### src/rtl/clk_freq_meter.sv
// Gated edge counter for checking a test clock against the reference clk.
// meas_clk is synchronized into the clk domain, its rising edges are counted
// over a gate of exactly GATE_CYCLES clk cycles, and the count is reported
// together with a range check against [exp_min, exp_max].
//
// Ports:
//   clk         reference clock (single clock domain)
//   rst         synchronous active-high reset
//   meas_clk    clock under test, asynchronous to clk
//   start       one-cycle measurement request, honoured only when idle
//   exp_min     lowest acceptable edge count, latched on accepted start
//   exp_max     highest acceptable edge count, latched on accepted start
//   busy        high while gating and reporting
//   done        one-cycle pulse; results valid from this cycle
//   edge_count  edges counted in the last gate, held until the next report
//   in_range    exp_min <= edge_count <= exp_max (unsigned)
//   saturated   counter reached full scale and a further edge arrived
module clk_freq_meter #(
  parameter int unsigned GATE_CYCLES = 1000,
  parameter int unsigned CNT_W       = 16,
  parameter int unsigned SYNC_STAGES = 2
) (
  input  logic             clk,
  input  logic             rst,
  input  logic             meas_clk,
  input  logic             start,
  input  logic [CNT_W-1:0] exp_min,
  input  logic [CNT_W-1:0] exp_max,
  output logic             busy,
  output logic             done,
  output logic [CNT_W-1:0] edge_count,
  output logic             in_range,
  output logic             saturated
);

  localparam int unsigned GW = (GATE_CYCLES > 2) ? $clog2(GATE_CYCLES) : 1;

  typedef enum logic [1:0] {IDLE, GATE, REPORT} state_t;

  state_t state, state_nxt;

  logic [SYNC_STAGES-1:0] sync_q;
  logic                   m_s, m_d, rise;
  logic [GW-1:0]          gate_cnt;
  logic                   gate_last;
  logic [CNT_W-1:0]       cnt, cnt_nxt;
  logic [CNT_W-1:0]       min_q, max_q;

  // Synchronizer and edge detector run in every state so that a gate opening
  // while meas_clk is already high does not see a spurious rising edge.
  always_ff @(posedge clk) begin
    if (rst) begin
      sync_q <= '0;
      m_d    <= 1'b0;
    end else begin
      sync_q <= {sync_q[SYNC_STAGES-2:0], meas_clk};
      m_d    <= m_s;
    end
  end

  assign m_s       = sync_q[SYNC_STAGES-1];
  assign rise      = m_s & ~m_d;
  assign gate_last = (gate_cnt == '0);

  always_comb begin
    cnt_nxt = cnt;
    if (rise && (cnt != '1)) cnt_nxt = cnt + CNT_W'(1);
  end

  // State register
  always_ff @(posedge clk) begin
    if (rst) state <= IDLE;
    else     state <= state_nxt;
  end

  // Next-state logic
  always_comb begin
    state_nxt = state;
    case (state)
      IDLE:    if (start) state_nxt = GATE;
      GATE:    if (gate_last) state_nxt = REPORT;
      REPORT:  state_nxt = IDLE;
      default: state_nxt = IDLE;
    endcase
  end

  // Output logic
  always_comb begin
    busy = (state != IDLE);
    done = (state == REPORT);
  end

  // Datapath. Results are captured on the final gate cycle (including that
  // cycle's edge) so they are already valid in the REPORT cycle.
  always_ff @(posedge clk) begin
    if (rst) begin
      gate_cnt   <= '0;
      cnt        <= '0;
      min_q      <= '0;
      max_q      <= '0;
      edge_count <= '0;
      in_range   <= 1'b0;
      saturated  <= 1'b0;
    end else begin
      case (state)
        IDLE: begin
          if (start) begin
            gate_cnt  <= GW'(GATE_CYCLES - 1);
            cnt       <= '0;
            saturated <= 1'b0;
            in_range  <= 1'b0;
            min_q     <= exp_min;
            max_q     <= exp_max;
          end
        end
        GATE: begin
          gate_cnt <= gate_cnt - GW'(1);
          cnt      <= cnt_nxt;
          if (rise && (cnt == '1)) saturated <= 1'b1;
          if (gate_last) begin
            edge_count <= cnt_nxt;
            in_range   <= (min_q <= cnt_nxt) && (cnt_nxt <= max_q);
          end
        end
        default: ;
      endcase
    end
  end

endmodule

### config.mk
export PLATFORM = sky130hd
export DESIGN_NAME = clk_freq_meter
export DESIGN_NICKNAME = d
export VERILOG_FILES = /design/src/rtl/clk_freq_meter.sv
export SDC_FILE = /design/constraint.sdc
export NUM_CORES = 1
export LEC_CHECK = 0
export CORE_UTILIZATION = 60
export CTS_CLUSTER_DIAMETER = 200
export DETAILED_ROUTE_END_ITERATION = 12
export PLACE_DENSITY = 0.95
export SYNTH_ARGS = -nofsm -noshare
export SYNTH_HDL_FRONTEND = slang
export SYNTH_SLANG_ARGS = --single-unit
### constraint.sdc
create_clock -name clk -period 9.45 [get_ports clk]
set_clock_uncertainty 0.2 [all_clocks]
set_input_delay 1.89 -clock clk [delete_from_list [all_inputs] [get_ports clk]]
set_output_delay 1.89 -clock clk [all_outputs]
set_load 0.1 [all_outputs]
==> results.cfg, run 1 <==
[final_layout]
layout.nets = 645
final_common_cell = nand2_1
mostFrequentLayoutCells = nand2_1 (87), dfxtp_1 (81), a21oi_1 (62), clkdlybuf4s50_1 (54), nor2_1 (40)
drive_above_1_share_pct = 6.36
final_area_um2 = 5070
antenna_cells = 0
area_delta_synth_final_pct = 19.2
fillers = 516

[placed_design]
place_area_um2 = 4840
place.gp.congestion = 0.923
portBuffers = 55
dp_hpwl_mm = 7.65

[floorplanning]
core_area_um2 = 6830
row_count = 30
io_pins = 56
die_area_um2 = 7430
die_x_um = 86.2
die_h_um = 86.2
initial_core_util_pct = 62.2

[cts]
worstSkewPairLatency_ns = 0.36
post_cts_buffers = 0
cts_tree = yes
htree_levels = 3
cts_buffer_depth = 2
cts_resized = 0
cts-root-buf = clkbuf_8
ctsHoldBuffers = 0
clkSinkCount = 81
cts.reportedPaths.clkPinSlew_ns = 0.08
cts_buffers = 9

[sta]
finalCritPeriodShare_pct = 43.5
fmax_mhz = 243
setup_viol = 0
fin_crit_ns = 4.11
tightest_slew_ns = 1.06
slew_headroom_pct = 29.1
hold_violations = 0
slew_violations = 0
finalSetupTns_ns = 0
rsz0062_at_grt = false

[setup_path]
start_kind = register
required_ns = 7.36
worst-setup-path-type = reg -> out
end_kind = output pin
cp_max_fo = 4
cp.arrival_ns = 2.02
ff2ff_path_depth = 13

[synthesis]
synthTopCellsByArea = dfxtp_1 (38%), ha_1 (9.4%), nand2_1 (7.7%)
yosys.area.top_type = dfxtp_1
yosysUniqueCellTypes = 55
ys_seq_area_share_pct = 38.1
synth_flop_cell = dfxtp_1
synth_top_area_share_pct = 38.1
synth_warnings = 0
synth_area_um2 = 4250
ys_seq_elements = 81
async_reset_ff_share_pct = 0
synthCells = 535
synth.net_count = 603
synth_edf_count = 0
syn_area_per_cell_um2 = 7.95

[detailed_routing]
detail-route-antenna-nets = 0
drc = 0
drt-pass1-iter-count = 5
wirelength_mm = 11.4
avgRoutedWirePerCell_um = 16.8
drt_iter0_drc = 371
via_per_inst = 6.07
routed-via-count = 4118

[grt]
grt-ovfl-total = 0
grt_pass1_vias = 3959
grt_start_max_net_pins = 82
grt_pass1_wl_mm = 18.3
antenna_found_initial = 0
grt_use_total_pct = 31.9

[hold_path]
min_path_cells = 1
min_path_type = reg -> reg

[power]
cellPowerDensity_nw_per_um2 = 159
peakVddDrop_uv = 86.1
p_leak_nw = 1.97

[flow_run]
cap_viol_max_count = 0

[run_status]
status = finished clean
==> metal layers <==
metal | vias to the layer above | wire (µm) | part of all wire (%) | global-route usage, %
li1 | 1950 | - | - | -
met1 | 1887 | 4500 | 39 | 37.2
met2 | 220 | 5430 | 48 | 53.8
met3 | 61 | 878 | 7.7 | 5.81
met4 | 0 | 598 | 5.2 | 21.5
met5 | - | 0 | 0 | 0
==> cell usage after synthesis, types with 2 or more instances <==
cell type   n
a311oi_1    2
ha_1       32
nor2b_1     6
nor4_1      7
nor2_1     40
nand2_1    87
nand3_1    14
a21oi_1    62
mux2i_1     2
xnor2_1     8
and3_1      4
or4_1       3
or3_1       6
nand2b_1    2
and2_1      2
xor2_1      6
buf_2       7
o21ai_0    14
a31oi_1     5
inv_1      39
a22oi_1     2
a21o_1      2
dfxtp_1    81
o2bb2ai_1   2
nor3_1     12
o31ai_1     4
clkbuf_1   21
nand4_1     7
o21a_1      7
a211oi_1   24
==> where the power goes <==
part | total [mW] | internal [mW] | switching, mW | leakage (nW)
clock | 0.288 | 0.162 | 0.126 | 0.115
sequential | 0.371 | 0.358 | 0.0128 | 0.661
combinational | 0.144 | 0.0528 | 0.0909 | 1.20
==> flip-flops by register name, summed over array words and instances (netlist names) <==
register	count
edge_count	16
saturated	1
m_d	1
gate_cnt	10
min_q	16
in_range	1
cnt	16
sync_q	2
state	2
max_q	16
==> cell families after synthesis <==
group | Yosys count | share of synthesized area, %
and+or+nand+nor | 204 | 23.2
AOI/OAI and AO/OA | 134 | 19.7
DFF | 81 | 38.1
buffers and inverters | 68 | 6.21
adders and majority gates | 32 | 9.42
xor gates and xnor gates | 14 | 2.88
muxes | 2 | 0.471
==> critical path, cell delays in order (launching register included) <==
cell             delay [ns]
dfxtp_1                0.36
nor2_1                 0.10
inv_1                  0.06
clkdlybuf4s50_1        1.13
==> cell type report <==
| class | count | area [µm²] | share of cell area (%) |
|---|---|---|---|
| Tap cell | 96 | 120 | 2.37 |
| Clock buffer | 11 | 151 | 2.99 |
| Multi-Input combinational cell | 386 | 2370 | 46.7 |
| Inverter | 39 | 146 | 2.89 |
| Clock inverter | 5 | 77.6 | 1.53 |
| Sequential cell | 81 | 1620 | 32.0 |
| Timing Repair Buffer | 60 | 583 | 11.5 |
==> per-stage QoR <==
stage / hold WS, ns / power, mW / setup WS (ns) / util [%] / std cells
final: 0.250 / 0.803 / 5.34 / 74.2 / 678
after global routing: 0.270 / 0.834 / 5.26 / 74.2 / 678
after CTS: 0.253 / 0.802 / 5.33 / 74.2 / 678
after detailed placement: 0.235 / 0.516 / 5.63 / 70.8 / 662
after global placement: 0.224 / 0.509 / 5.72 / 70.8 / 662
after floorplan: 0.214 / 0.472 / 5.67 / - / 535
==> worst paths after layout <==
kind / from / end / slack (ns)
worst max-delay path: state[0] / busy / 5.34
worst min-delay path: sync_q[0] / sync_q[1] / 0.25
worst max register to register: cnt[0] / in_range / 5.46
worst min register to register: sync_q[0] / sync_q[1] / 0.25
(Power assumes the default switching activity.)
==> inputs of run 2 (changes only) <==
CORE_UTILIZATION = 55   (was 60)
PLACE_DENSITY = 0.91   (was 0.95)
clock period = 3.97 ns   (was 9.45 ns; I/O delays follow)
==> run 2 against run 1 <==
Final cell count rose by 1.3%. Die area rose by 8.9%. Sequential power rose by 140%. Cell area rose by 1.7%. Flip-flop and latch count did not move. Utilization fell by 4.2 points. Setup slack got worse by 5.2 ns. Routed wire length fell by 5.4%. First-iteration DRC count fell by 3.8%. Register-to-register slack got worse by 5.3 ns. Clock power rose by 120%.
==> results.cfg, run 2 (same netlist as run 1, synthesis figures left out) <==
[floorplanning]
core_area_um2 = 7370
die_area_um2 = 8090
die_x_um = 89.9
row_count = 31
initial_core_util_pct = 57.7
io_pins = 56
die_h_um = 89.9

[final_layout]
fillers = 573
antenna_cells = 0
drive_above_1_share_pct = 8.67
final_util_pct = 69.9
area_delta_synth_final_pct = 21.2
layout.nets = 652
mostFrequentLayoutCells = nand2_1 (87), dfxtp_1 (80), a21oi_1 (62), clkdlybuf4s50_1 (54), nor2_1 (40)
regArea_um2 = 1620
multi_input_area_um2 = 2410
final_common_cell = nand2_1

[setup_path]
cp_max_fo = 8
crit_chain = nand4_2 > nor3_1 > nor4_1 > xnor2_1 > inv_1 > ha_1 > nand4_1 > or4_4 > a21oi_1 > nor4_1 > o31ai_1 > o21ai_0
required_ns = 4.02
critPathBufInv = 1
worst-path-stages = 12
start_kind = register
cp.arrival_ns = 3.83
r2r_setup_slack_ns = 0.19
cpLargestDelayFamily = simple AND/OR/NAND/NOR gates
cp_slowest_cell = or4_4
crit_top_cell = nor4_1
reg2reg_from = cnt[11]
end_kind = register
worstReg2RegEnd = in_range
worst-setup-path-type = reg -> reg
cp_slowest_stage_delay_ns = 0.61
ff2ff_path_depth = 12

[cts]
cts-root-buf = clkbuf_8
cts.reportedPaths.clkPinSlew_ns = 0.08
cts_buffers = 9
clkSinkCount = 81
cts_tree = yes
worstSkewPairLatency_ns = 0.36
htree_levels = 3
cts_buffer_depth = 2
ctsHoldBuffers = 0

[sta]
whs_ns = 0.245
slew_violations = 0
fmax_mhz = 264
tightest_slew_ns = 0.977
hold_violations = 0
fin_crit_ns = 3.78
slew_headroom_pct = 34.7
setup_viol = 0
finalCritPeriodShare_pct = 95.3
finalSetupTns_ns = 0

[power]
finalPower_mw = 1.87
cellPowerDensity_nw_per_um2 = 362
p_leak_nw = 1.99
peakVddDrop_uv = 243

[grt]
grt_start_max_net_pins = 56
grt_pass1_wl_mm = 17.5
grt_use_total_pct = 26.8
grt-ovfl-total = 0
grt_pass1_vias = 3847
antenna_found_initial = 0

[detailed_routing]
drt_iter0_drc = 357
drc = 0
via_per_inst = 5.89
wirelength_mm = 10.8
avgRoutedWirePerCell_um = 15.7
drt-pass1-iter-count = 7
detail-route-antenna-nets = 0
routed-via-count = 4048

[hold_path]
hp-start = sync_q[0]
min_to = sync_q[1]
min_path_type = reg -> reg
min_path_cells = 1

[flow_run]
cap_viol_max_count = 0

[placed_design]
dp_hpwl_mm = 7.46
place.gp.congestion = 1.00
portBuffers = 55

[run_status]
status = finished clean
-- run 2: cell count changes in the layout (fill, tap and decap cells not counted), moves of 2 or more --
cell | previous run | this run
xor2_2 | 0 | 2
nand3_1 | 14 | 11
buf_4 | 5 | 12
xor2_1 | 6 | 4
nand3_2 | 1 | 4
clkbuf_8 | 11 | 9
-- run 2: power breakdown --
group	internal (mW)	switching (mW)	leakage [nW]
Combinational	0.128	0.213	1.23
Sequential	0.853	0.0303	0.662
Clock	0.351	0.290	0.102
Total	1.33	0.534	1.99
-- run 2: worst max path at each step --
stage,start,to,slack (ns)
after floorplan,cnt[0],in_range,0.54
after global placement,cnt[0],in_range,0.32
after detailed placement,cnt[0],in_range,0.08
after CTS,cnt[0],in_range,0.007
after global routing,cnt[1],in_range,-0.05
final,cnt[11],in_range,0.19
-- run 2: worst reg2reg max path, cell delays in order, from the launching register on --
cell and delay, ns:
dfxtp_1 0.53, nand4_2 0.22, nor3_1 0.42, nor4_1 0.12, xnor2_1 0.42, inv_1 0.10, ha_1 0.34, nand4_1 0.18
or4_4 0.61, a21oi_1 0.16, nor4_1 0.08, o31ai_1 0.22, o21ai_0 0.10
-- run 2: final cells by class --
cell class	instances	share of cell area, %
Inverter	39	2.84
Multi-Input combinational cell	386	46.9
Timing Repair Buffer	67	12.3
Tap cell	99	2.40
Sequential cell	81	31.5
Clock inverter	5	1.58
Clock buffer	10	2.48
-- run 2: metal layers --
metal,up-vias,GRT usage [%],wire (µm)
li1,1961,-,-
met1,1833,32.4,4330
met2,199,45.0,5100
met3,55,4.15,908
met4,0,16.0,456
met5,-,0,0
-- run 2: timing repair --
| item | in CTS | in global routing |
|---|---|---|
| resized for setup | 0 | 9 |
| endpoints found under the setup margin | 0 | 1 |
| setup buffers | 0 | 3 |
-- run 2: per-stage QoR --
| step | std cells | setup WS, ns | instance area (µm²) |
|---|---|---|---|
| after floorplan | 535 | 0.544 | 4250 |
| after global placement | 669 | 0.325 | 4880 |
| after detailed placement | 669 | 0.0786 | 4880 |
| after CTS | 684 | 0.00697 | 5090 |
| after global routing | 687 | -0.0521 | 5150 |
| final | 687 | 0.185 | 5150 |
==> inputs of run 3 (changes only) <==
GPL_ROUTABILITY_DRIVEN = 0   (was default)
SLEW_MARGIN = 25   (was default)
==> run 3 against run 2 <==
Combinational power is 1% lower. Clock power is 0.9% higher. Cell area is 0.78% higher. Non-clock buffer count is 4 higher. Critical path depth is 1 higher. Flip-flop and latch count stayed put. Hold slack worse by 0.00052 ns. Register-to-register slack worse by 0.03 ns. Power is 0.11% higher. Largest cell class unchanged. Highest routed layer unchanged.
==> results.cfg, run 3 (same netlist as run 1, synthesis figures left out) <==
[run_status]
status = finished clean

[cts]
htree_levels = 3
cts.reportedPaths.clkPinSlew_ns = 0.09
cts_buffers = 9
worstSkewPairLatency_ns = 0.37
cts_tree = yes
clkSinkCount = 81
cts_buffer_depth = 2
ctsHoldBuffers = 0
cts-root-buf = clkbuf_8

[power]
p_int_mw = 1.30
clockPowerShare_pct = 34.6
seq_power_share_pct = 47.3
peakVddDrop_uv = 314
p_leak_nw = 2.02
combPwrFrac_pct = 18.1
swShare_pct = 30.5
netSwitchingPower_uw = 570
cellPowerDensity_nw_per_um2 = 360

[setup_path]
start_kind = register
critPathBufInv = 2
cpLargestDelayFamily = simple AND/OR/NAND/NOR gates
ff2ff_path_depth = 13
worst-setup-path-type = reg -> reg
cp_slowest_cell = or4_4
cp_slowest_stage_delay_ns = 0.56
r2r_setup_slack_ns = 0.16
end_kind = register
crit_chain = nand4_1 > nor2_1 > nor3_4 > buf_4 > xnor2_1 > inv_1 > ha_1 > nand4_1 > or4_4 > a21oi_1 > nor4_1 > o31ai_1 > o21ai_0
required_ns = 4.02
reg2reg_from = cnt[10]
crit_top_cell = nand4_1
worstReg2RegEnd = in_range
cp_max_fo = 9
cp.arrival_ns = 3.86

[hold_path]
min_path_type = reg -> reg
min_path_cells = 1
min_to = sync_q[1]
hp-start = sync_q[0]

[placed_design]
portBuffers = 55
place_area_um2 = 4900
dp_slack_ns = 0.0201
dp_hpwl_mm = 7.67

[final_layout]
antenna_cells = 0
drive_above_1_share_pct = 9.78
area_delta_synth_final_pct = 22.1
mostFrequentLayoutCells = nand2_1 (87), dfxtp_1 (80), a21oi_1 (62), clkdlybuf4s50_1 (54), nor2_1 (40)
layout.nets = 656
regArea_um2 = 1620
fillers = 564
final_common_cell = nand2_1
final_area_um2 = 5190
final_util_pct = 70.5
multi_input_area_um2 = 2420

[grt]
use_met1_pct = 33.1
grt-ovfl-total = 0
busiest_layer = met2
grt_pass1_wl_mm = 17.6
grt_start_max_net_pins = 52
met3_usage_pct = 4.91
antenna_found_initial = 0
use_met2_pct = 46.0
grt_pass1_vias = 3945
grt_use_total_pct = 27.0

[sta]
fin_crit_ns = 3.81
finalCritPeriodShare_pct = 96.0
fmax_mhz = 262
whs_ns = 0.244
setup_ws_ns = 0.158
setup_viol = 0
hold_violations = 0
tightest_slew_ns = 0.970
slew_violations = 0
slew_headroom_pct = 35.1

[floorplanning]
die_area_um2 = 8090
row_count = 31
die_x_um = 89.9
die_h_um = 89.9
io_pins = 56
core_area_um2 = 7370
initial_core_util_pct = 57.7

[detailed_routing]
drt-pass1-iter-count = 5
drc = 0
wirelength_mm = 10.8
detail-route-antenna-nets = 0
avgRoutedWirePerCell_um = 15.6
routed-via-count = 4045
via_per_inst = 5.85
drt_iter0_drc = 293

[flow_run]
cap_viol_max_count = 0
[run 3: cell count changes in the layout (fill, tap and decap cells not counted)]
cell,previous run,this run
inv_6,0,3
clkinv_2,1,0
clkinv_4,1,2
xnor2_2,0,1
clkinvlp_4,1,0
clkbuf_8,9,10
bufinv_16,2,1
xnor2_1,8,7
buf_4,12,16
clkbuf_1,1,0
[run 3: how the worst max path moves through the flow]
stage / start / end / slack [ns] / cells after the start
floorplan: cnt[0] / in_range / 0.54 / 14
global placement: cnt[0] / in_range / 0.33 / 14
detailed placement: cnt[0] / in_range / 0.02 / 13
CTS: cnt[0] / in_range / 0.01 / 14
global route: cnt[1] / in_range / -0.04 / 15
finish: cnt[10] / in_range / 0.16 / 13
[run 3: timing repair]
action / 4_1_cts / 5_1_grt
setup buffers: 0 / 4
setup endpoints to repair: 1 / 1
gates resized for setup: 1 / 9
pin swaps: 0 / 3
[run 3: metal layers]
layer  vias to the layer above  share of wire [%]
met5                         -                  0
met4                         0                2.4
met3                        27                6.3
met2                       167                 49
met1                      1879                 42
li1                       1972                  -
[run 3: area by class of cell]
type | instances | area share (%)
clock buffer | 10 | 2.65
clock inverter | 6 | 1.42
inverter | 39 | 2.82
multi-input combinational | 386 | 46.7
sequential | 81 | 31.3
tap | 99 | 2.39
timing repair buffer | 71 | 12.8
[run 3: worst reg2reg max path, stage by stage, from the launching register on]
cell	delay, ns
dfxtp_1	0.52
nand4_1	0.24
nor2_1	0.42
nor3_4	0.06
buf_4	0.16
xnor2_1	0.41
inv_1	0.09
ha_1	0.30
nand4_1	0.11
or4_4	0.56
a21oi_1	0.14
nor4_1	0.07
o31ai_1	0.30
o21ai_0	0.12
[run 3: through the flow]
| step | cells | power, mW | setup TNS (ns) |
|---|---|---|---|
| finish | 692 | 1.87 | 0 |
| global route | 692 | 1.95 | -0.0377 |
| CTS | 688 | 1.87 | 0 |
| detailed placement | 672 | 1.23 | 0 |
| global placement | 672 | 1.21 | 0 |
| floorplan | 535 | 1.12 | 0 |
[run 3: power by group through the flow]
stage          Clock [mW]  Combinational (mW)  Sequential, mW
6_report            0.647               0.337           0.884
2_1_floorplan           0               0.195           0.930
3_3_place_gp            0               0.313           0.899
5_1_grt             0.685               0.372           0.889
3_5_place_dp            0               0.328           0.902
4_1_cts             0.651               0.333           0.883
